`config.mk`:
```
export PLATFORM = sky130hd
export DESIGN_NAME = param_factorial
export DESIGN_NICKNAME = d
export VERILOG_FILES = /design/src/rtl/param_factorial.sv
export SDC_FILE = /design/constraint.sdc
export NUM_CORES = 1
export LEC_CHECK = 0
export BUFFER_PORTS_ARGS = -buffer_cell sky130_fd_sc_hd__buf_2
export CAP_MARGIN = 0
export CORE_ASPECT_RATIO = 0.9
export CORE_MARGIN = 2
export CORE_UTILIZATION = 50
export CTS_BUF_LIST = sky130_fd_sc_hd__clkbuf_16
export CTS_CLUSTER_DIAMETER = 30
export DETAILED_ROUTE_END_ITERATION = 6
export GPL_TIMING_DRIVEN = 1
export MAX_ROUTING_LAYER = met4
export PLACE_DENSITY = 0.67
export SLEW_MARGIN = 0
export SYNTH_ARGS = -nofsm -noshare
export SYNTH_HDL_FRONTEND = slang
export SYNTH_SLANG_ARGS = --single-unit
```
`constraint.sdc`:
```
create_clock -name clk -period 5.5 [get_ports clk]
set_input_delay 0.55 -clock clk [delete_from_list [all_inputs] [get_ports clk]]
set_output_delay 0.55 -clock clk [all_outputs]
set_load 0.1 [all_outputs]
```
`src/rtl/param_factorial.sv`:
```
// param_factorial: sequential n! engine, one multiply per clock.
// On overflow it either wraps modulo 2^WIDTH or saturates to all-ones.
//
// state | meaning
// ------+--------------------------------------------------------------
// IDLE  | waiting for the first start after reset
// CALC  | multiplying accumulator by i while i <= n
// DONE  | result on factorial, ready held until the next accepted start
module param_factorial #(
    parameter int WIDTH    = 32,
    parameter int IN_WIDTH = 8,
    parameter int SATURATE = 0
) (
    input  logic                clk,
    input  logic                rst_n,
    input  logic                start,
    input  logic [IN_WIDTH-1:0] val,
    output logic                busy,
    output logic                ready,
    output logic [WIDTH-1:0]    factorial,
    output logic                overflow
);

    // The product is exact at this width, so every bit at or above WIDTH
    // is a true overflow bit.
    localparam int PW = WIDTH + IN_WIDTH + 1;

    typedef enum logic [1:0] {IDLE, CALC, DONE} state_t;

    state_t              state_q, state_d;
    logic [IN_WIDTH-1:0] n_q, n_d;
    logic [IN_WIDTH:0]   i_q, i_d;
    logic [WIDTH-1:0]    acc_q, acc_d;
    logic [WIDTH-1:0]    fact_q, fact_d;
    logic                busy_q, busy_d;
    logic                ready_q, ready_d;
    logic                ovf_q, ovf_d;

    logic [PW-1:0]       prod;
    logic                prod_ovf;

    assign prod     = PW'(acc_q) * PW'(i_q);
    assign prod_ovf = |prod[PW-1:WIDTH];

    // Next-state and datapath update.
    always_comb begin
        state_d = state_q;
        n_d     = n_q;
        i_d     = i_q;
        acc_d   = acc_q;
        fact_d  = fact_q;
        busy_d  = busy_q;
        ready_d = ready_q;
        ovf_d   = ovf_q;
        case (state_q)
            IDLE, DONE: begin
                if (start) begin
                    state_d = CALC;
                    busy_d  = 1'b1;
                    ready_d = 1'b0;
                    ovf_d   = 1'b0;
                    n_d     = val;
                    acc_d   = WIDTH'(1);
                    i_d     = (IN_WIDTH + 1)'(2);
                end
            end
            CALC: begin
                if (i_q <= {1'b0, n_q}) begin
                    acc_d = prod[WIDTH-1:0];
                    i_d   = i_q + 1'b1;
                    if (prod_ovf) begin
                        ovf_d = 1'b1;
                        if (SATURATE != 0) begin
                            state_d = DONE;
                            fact_d  = '1;
                            ready_d = 1'b1;
                            busy_d  = 1'b0;
                        end
                    end
                end else begin
                    state_d = DONE;
                    fact_d  = acc_q;
                    ready_d = 1'b1;
                    busy_d  = 1'b0;
                end
            end
            default: begin
                state_d = IDLE;
                busy_d  = 1'b0;
                ready_d = 1'b0;
            end
        endcase
    end

    // State and output registers; reset clears everything at once.
    always_ff @(posedge clk or negedge rst_n) begin
        if (!rst_n) begin
            state_q <= IDLE;
            n_q     <= '0;
            i_q     <= '0;
            acc_q   <= '0;
            fact_q  <= '0;
            busy_q  <= 1'b0;
            ready_q <= 1'b0;
            ovf_q   <= 1'b0;
        end else begin
            state_q <= state_d;
            n_q     <= n_d;
            i_q     <= i_d;
            acc_q   <= acc_d;
            fact_q  <= fact_d;
            busy_q  <= busy_d;
            ready_q <= ready_d;
            ovf_q   <= ovf_d;
        end
    end

    assign busy      = busy_q;
    assign ready     = ready_q;
    assign factorial = fact_q;
    assign overflow  = ovf_q;

endmodule

```
---- Word-level counts from Yosys, hierarchy flattened ----
Cells that the tools add are included.
Widths: inputs -> output; s select.
cells by class
  add/subtract/negate cells ............... 1
  multipliers ............................. 1
  div/mod/pow operators ................... 0
  order comparisons ....................... 1
  equality and inequality tests ........... 6
  shift-type cells ........................ 0
  mux-type cells .......................... 18
  bitwise gates (word level) .............. 1
  reductions and logical operators ........ 9
operators with widths
  operator             number
  $mux 32              2
  $pmux 32 s2          1
  $mul 32x9->41        1
  $mux 9               2
  $pmux 9 s2           1
  $add 9x1->9 const B  1
  $le 9x8->1           1
  $reduce_or 9->1      1
  $ne 2x2->1 const B   4
  $mux 1               6
  $pmux 1 s2           3
  $reduce_and 2->1     3
  $mux 2               2
  $pmux 2 s2           1
  $reduce_and 4->1     1
  $reduce_and 3->1     1
  $eq 2x1->1 const B   1
  $eq 2x2->1 const B   1
  $logic_not 2->1      1
  $reduce_bool 2->1    1
  $reduce_or 2->1      1
  $not 1->1            1
storage, ports and cells
  register bits ........................... 86
  latch bits .............................. 0
  memory bits (writable) .................. 0
  bits in read-only memories .............. 0
  bits of input ports ..................... 11
  memories ................................ 0

---- Depth between registers and ports, before layout ----
  depth after elaboration ................. 5
  mapped depth ............................ 21

---- Worst setup path after synthesis ----
OpenSTA, ideal clock, no wires.
  kind .................................... register to register
  from .................................... register i_q[1]
  to ...................................... register ovf_q, in the netlist overflow
  setup time .............................. 0.142 ns
  data arrival time ....................... 4.959 ns
  required time ........................... 5.358 ns
  slack ................................... 0.400 ns
  stages on the path, launching flop included .. 21
  path buffers ............................ 3
  cells stage by stage .................... dfrtp_1 clkbuf_1 clkbuf_1 nand2_1 fa_1 inv_1 fa_1 fa_1 inv_1 fa_1 inv_1 ha_1 clkbuf_2 nand4_1 or3_1 a211o_1 nand2_1 nor4b_1 a211oi_1 nor4_1 a41oi_1
on the way
  word-level cells in the longest chain between the ends .. 4
ends and longest elaborated chain
  what                                 line  text
  start, declared                      32    logic [IN_WIDTH:0] i_q, i_d;
  start signal, assigned               109   i_q <= i_d;
  $mul 32x9->41                        42    assign prod = PW'(acc_q) * PW'(i_q);
  $reduce_or 9->1                      43    assign prod_ovf = |prod[PW-1:WIDTH];
  $ne 2x2->1 (no source line)          --
  $reduce_and 4->1 (no source line) *  --
  end signal, assigned                 114   ovf_q <= ovf_d;
  end, declared                        37    logic ovf_q, ovf_d;
Every way passes the cells marked *; elsewhere a longest branch is shown, timed or not.
A chain may end at the register's enable or synchronous reset.

---- Final worst setup path ----
  from .................................... register i_q[3]
  to ...................................... register ovf_q, in the netlist overflow
The elaborated chain is that of the path after synthesis.

==> results.toml <==
[clocking]
worstSkewPairLatency_ns = 0.36
cts_setup_buffers = 0
clock_path_buffers = 2
h-tree-depth = 3
clk_pin_slew_worst_paths_ns = 0.07
cts_made_buffers = 9
cts_tree = "built"
ctsRootBufferMaster = "clkbuf_16"
clock-sinks = 85

[finish]
diodes = 0
fin_nets = 1724
syn_to_final_growth_pct = 7.61
drive_gt1_share_pct = 10.8
fin_cells = 1779
num-fill-cells = 2353

[timing]
fin_tns_setup_ns = 0
max_freq_mhz = 188
setup_violations = 0
grt_setup_unrepaired = "true"
fin_crit_ns = 5.33
slew_violations = 0
finalClockSkew_ns = 0.00780
maxSlewHeadroom_pct = 44.0
worstMarginPinSlew_ns = 0.840
layout_setup_ws_ns = 0.174
post-route-period-util_pct = 96.8
hold_violations = 0

[grt]
grt_first_pass_wirelength_mm = 54.1
grt_pass1_vias = 10200
grtUsageTotal_pct = 26.2
grt_max_degree = 68
antenna_found_initial = 0
grt_overflow = 0

[placement]
pre_cts_ws_ns = 0.0436
io_buffers = 45
dp.cells = 1763
gp_congestion = 1.04
dp_hpwl_mm = 24.2

[logic_synthesis]
synth-seq-cells = 85
syn_inst = 1439
synth_top_area_share_pct = 32.9
ys_top_cells_by_area = "fa_1, dfrtp_1, and2_1"
syn_nets = 1731
async_flop_share_pct = 100
yosysTopAreaCell = "fa_1"
synth.distinct_cells = 63
ys.flop_type = "dfrtp_1"
avgSynthCellArea_um2 = 8.91
seq_area_frac_synth_pct = 16.6
syn-cell-area_um2 = 12800
ys.warnings.count = 0
synth-edff-count = 0

[power]
vdd_drop_max_mv = 0.258
seq_power_share_pct = 16.1
intPower_uw = 3430
clockPowerShare_pct = 7.9
netSwitchingFraction_pct = 58.5
combPwrFrac_pct = 76.0
p_per_area_nw_per_um2 = 599
power.switching_uw = 4830
leakagePower_uw = 0.00703
total_power_uw = 8260

[worst_setup_path]
critical_path_class = "reg -> reg"
crit_required_ns = 5.77
arrival_ns = 5.60
setup.worst_path.start = "i_q[3]"
worstReg2RegStart = "i_q[3]"
path_max_fanout = 16
crit_path_start_kind = "flip-flop"
critical_path.endpoint_type = "flip-flop"

[floorplanning]
initial_core_util_pct = 50.9
fp-row-count = 55
core_area_um2 = 25200
die_w_um = 173
die_y_um = 156
die-area_um2 = 26900
pin_count = 46

[detailed_routing]
dr.pass1.iters = 5
wl_per_cell_um = 18.2
first_iter_violations = 549
vias = 9735
drtAntennaViolNets = 0
routed_wl_mm = 32.3
drc = 0
vias_per_cell = 5.47

[flow_run]
drv_cap = 0

[min_path]
hp-class = "in -> async"

[run_status]
status = "finished clean"
[placed cells by master, fill, tap and decap left out, types with 32 or more instances in the layout]
cell type	synthesis	layout
mux2_2	32	32
buf_2	4	44
dfrtp_1	85	81
nand2_1	168	168
a21oi_1	56	53
inv_1	257	257
nand3_1	37	37
o21ai_0	57	56
ha_1	70	66
fa_1	211	211
and2_1	174	174
[metrics by stage]
step | instance area (um^2) | util (%) | hold slack, ns
2_1_floorplan | 12800 | - | 0.254
3_3_place_gp | 13400 | 53.2 | 0.477
3_5_place_dp | 13400 | 53.2 | 0.473
4_1_cts | 13700 | 54.4 | 0.117
5_1_grt | 13800 | 54.8 | 0.129
6_report | 13800 | 54.8 | 0.105
[metal layers]
| metal | part of all wire, % | track usage [%] |
|---|---|---|
| met3 | 5.1 | 2.56 |
| met5 | 0 | - |
| met1 | 46 | 35.4 |
| met4 | 1.8 | 6.46 |
| met2 | 47 | 43.1 |
[worst max-delay path, cell delays in order, from the launching register on]
cell and delay, ns:
dfrtp_2 0.48, buf_4 0.23, and2_1 0.19, fa_1 0.51, fa_1 0.53, fa_1 0.51, inv_1 0.06, fa_1 0.49
inv_1 0.05, ha_1 0.40, nand2_1 0.12, a211o_1 0.24, a22o_2 0.34, o22a_1 0.24, and3_1 0.21, a2111oi_4 0.31
a31oi_1 0.10, a41oi_1 0.22
[kinds of logic after synthesis]
group | count (synthesis) | synth area share (%)
and+or+nand+nor | 460 | 18.5
buffers and inverters | 354 | 10.5
adders and majority gates | 281 | 39.8
AOI/OAI and AO/OA | 195 | 9.60
DFF | 85 | 16.6
muxes | 34 | 2.97
xor gates and xnor gates | 30 | 2.05
[flip-flops by register name, indices dropped and copies added (netlist names)]
name and count:
acc_q 32, factorial 32, i_q 9, n_q 8
busy 1, overflow 1, ready 1, state_q 1
[synthesized netlist by cell type (5+ instances only)]
library cell / instances
nand3_1: 37
and3_1: 7
a21o_1: 16
mux2_2: 32
o211ai_1: 9
a211oi_1: 5
xnor2_1: 18
or3_1: 5
nand4_1: 12
nor2_1: 20
a21oi_1: 56
and2_1: 174
nor3_1: 10
xor2_1: 12
inv_1: 257
nand2_1: 168
ha_1: 70
dfrtp_1: 85
clkbuf_1: 82
fa_1: 211
o21ai_0: 57
clkbuf_2: 5
a211o_1: 6
buf_1: 5
[area by class of cell]
cell class / instances / area, um^2 / share of cell area (%)
clock inverter: 7 / 73.8 / 0.535
tap: 342 / 428 / 3.10
multi-input combinational: 1000 / 9440 / 68.4
timing repair buffer: 79 / 537 / 3.89
sequential: 85 / 2130 / 15.5
clock buffer: 9 / 225 / 1.63
inverter: 257 / 965 / 6.99
[what timing repair did]
item                                    4_1_cts  5_1_grt
hold buffers                                  0        0
gates resized for setup                       0       22
endpoints found under the setup margin        0        4
[power groups by stage]
stage	Sequential (uW)	Clock [uW]	Combinational, uW
after global placement	1330	0	6050
after global routing	1370	689	7040
after detailed placement	1340	0	6160
after floorplan	1810	0	4200
final	1330	653	6280
after CTS	1330	665	6200
[path summary, 6_finish.rpt]
path,to,slack (ns),cells after the start
min reg2reg,n_q[0],0.49,2
min in group clk,n_q[0],0.38,3
min,factorial[4],0.11,1
max in group asynchronous,acc_q[14],4.16,2
max reg2reg,overflow,0.17,17
max,overflow,0.17,17
Note: power is estimated with default switching activity, not from simulation.
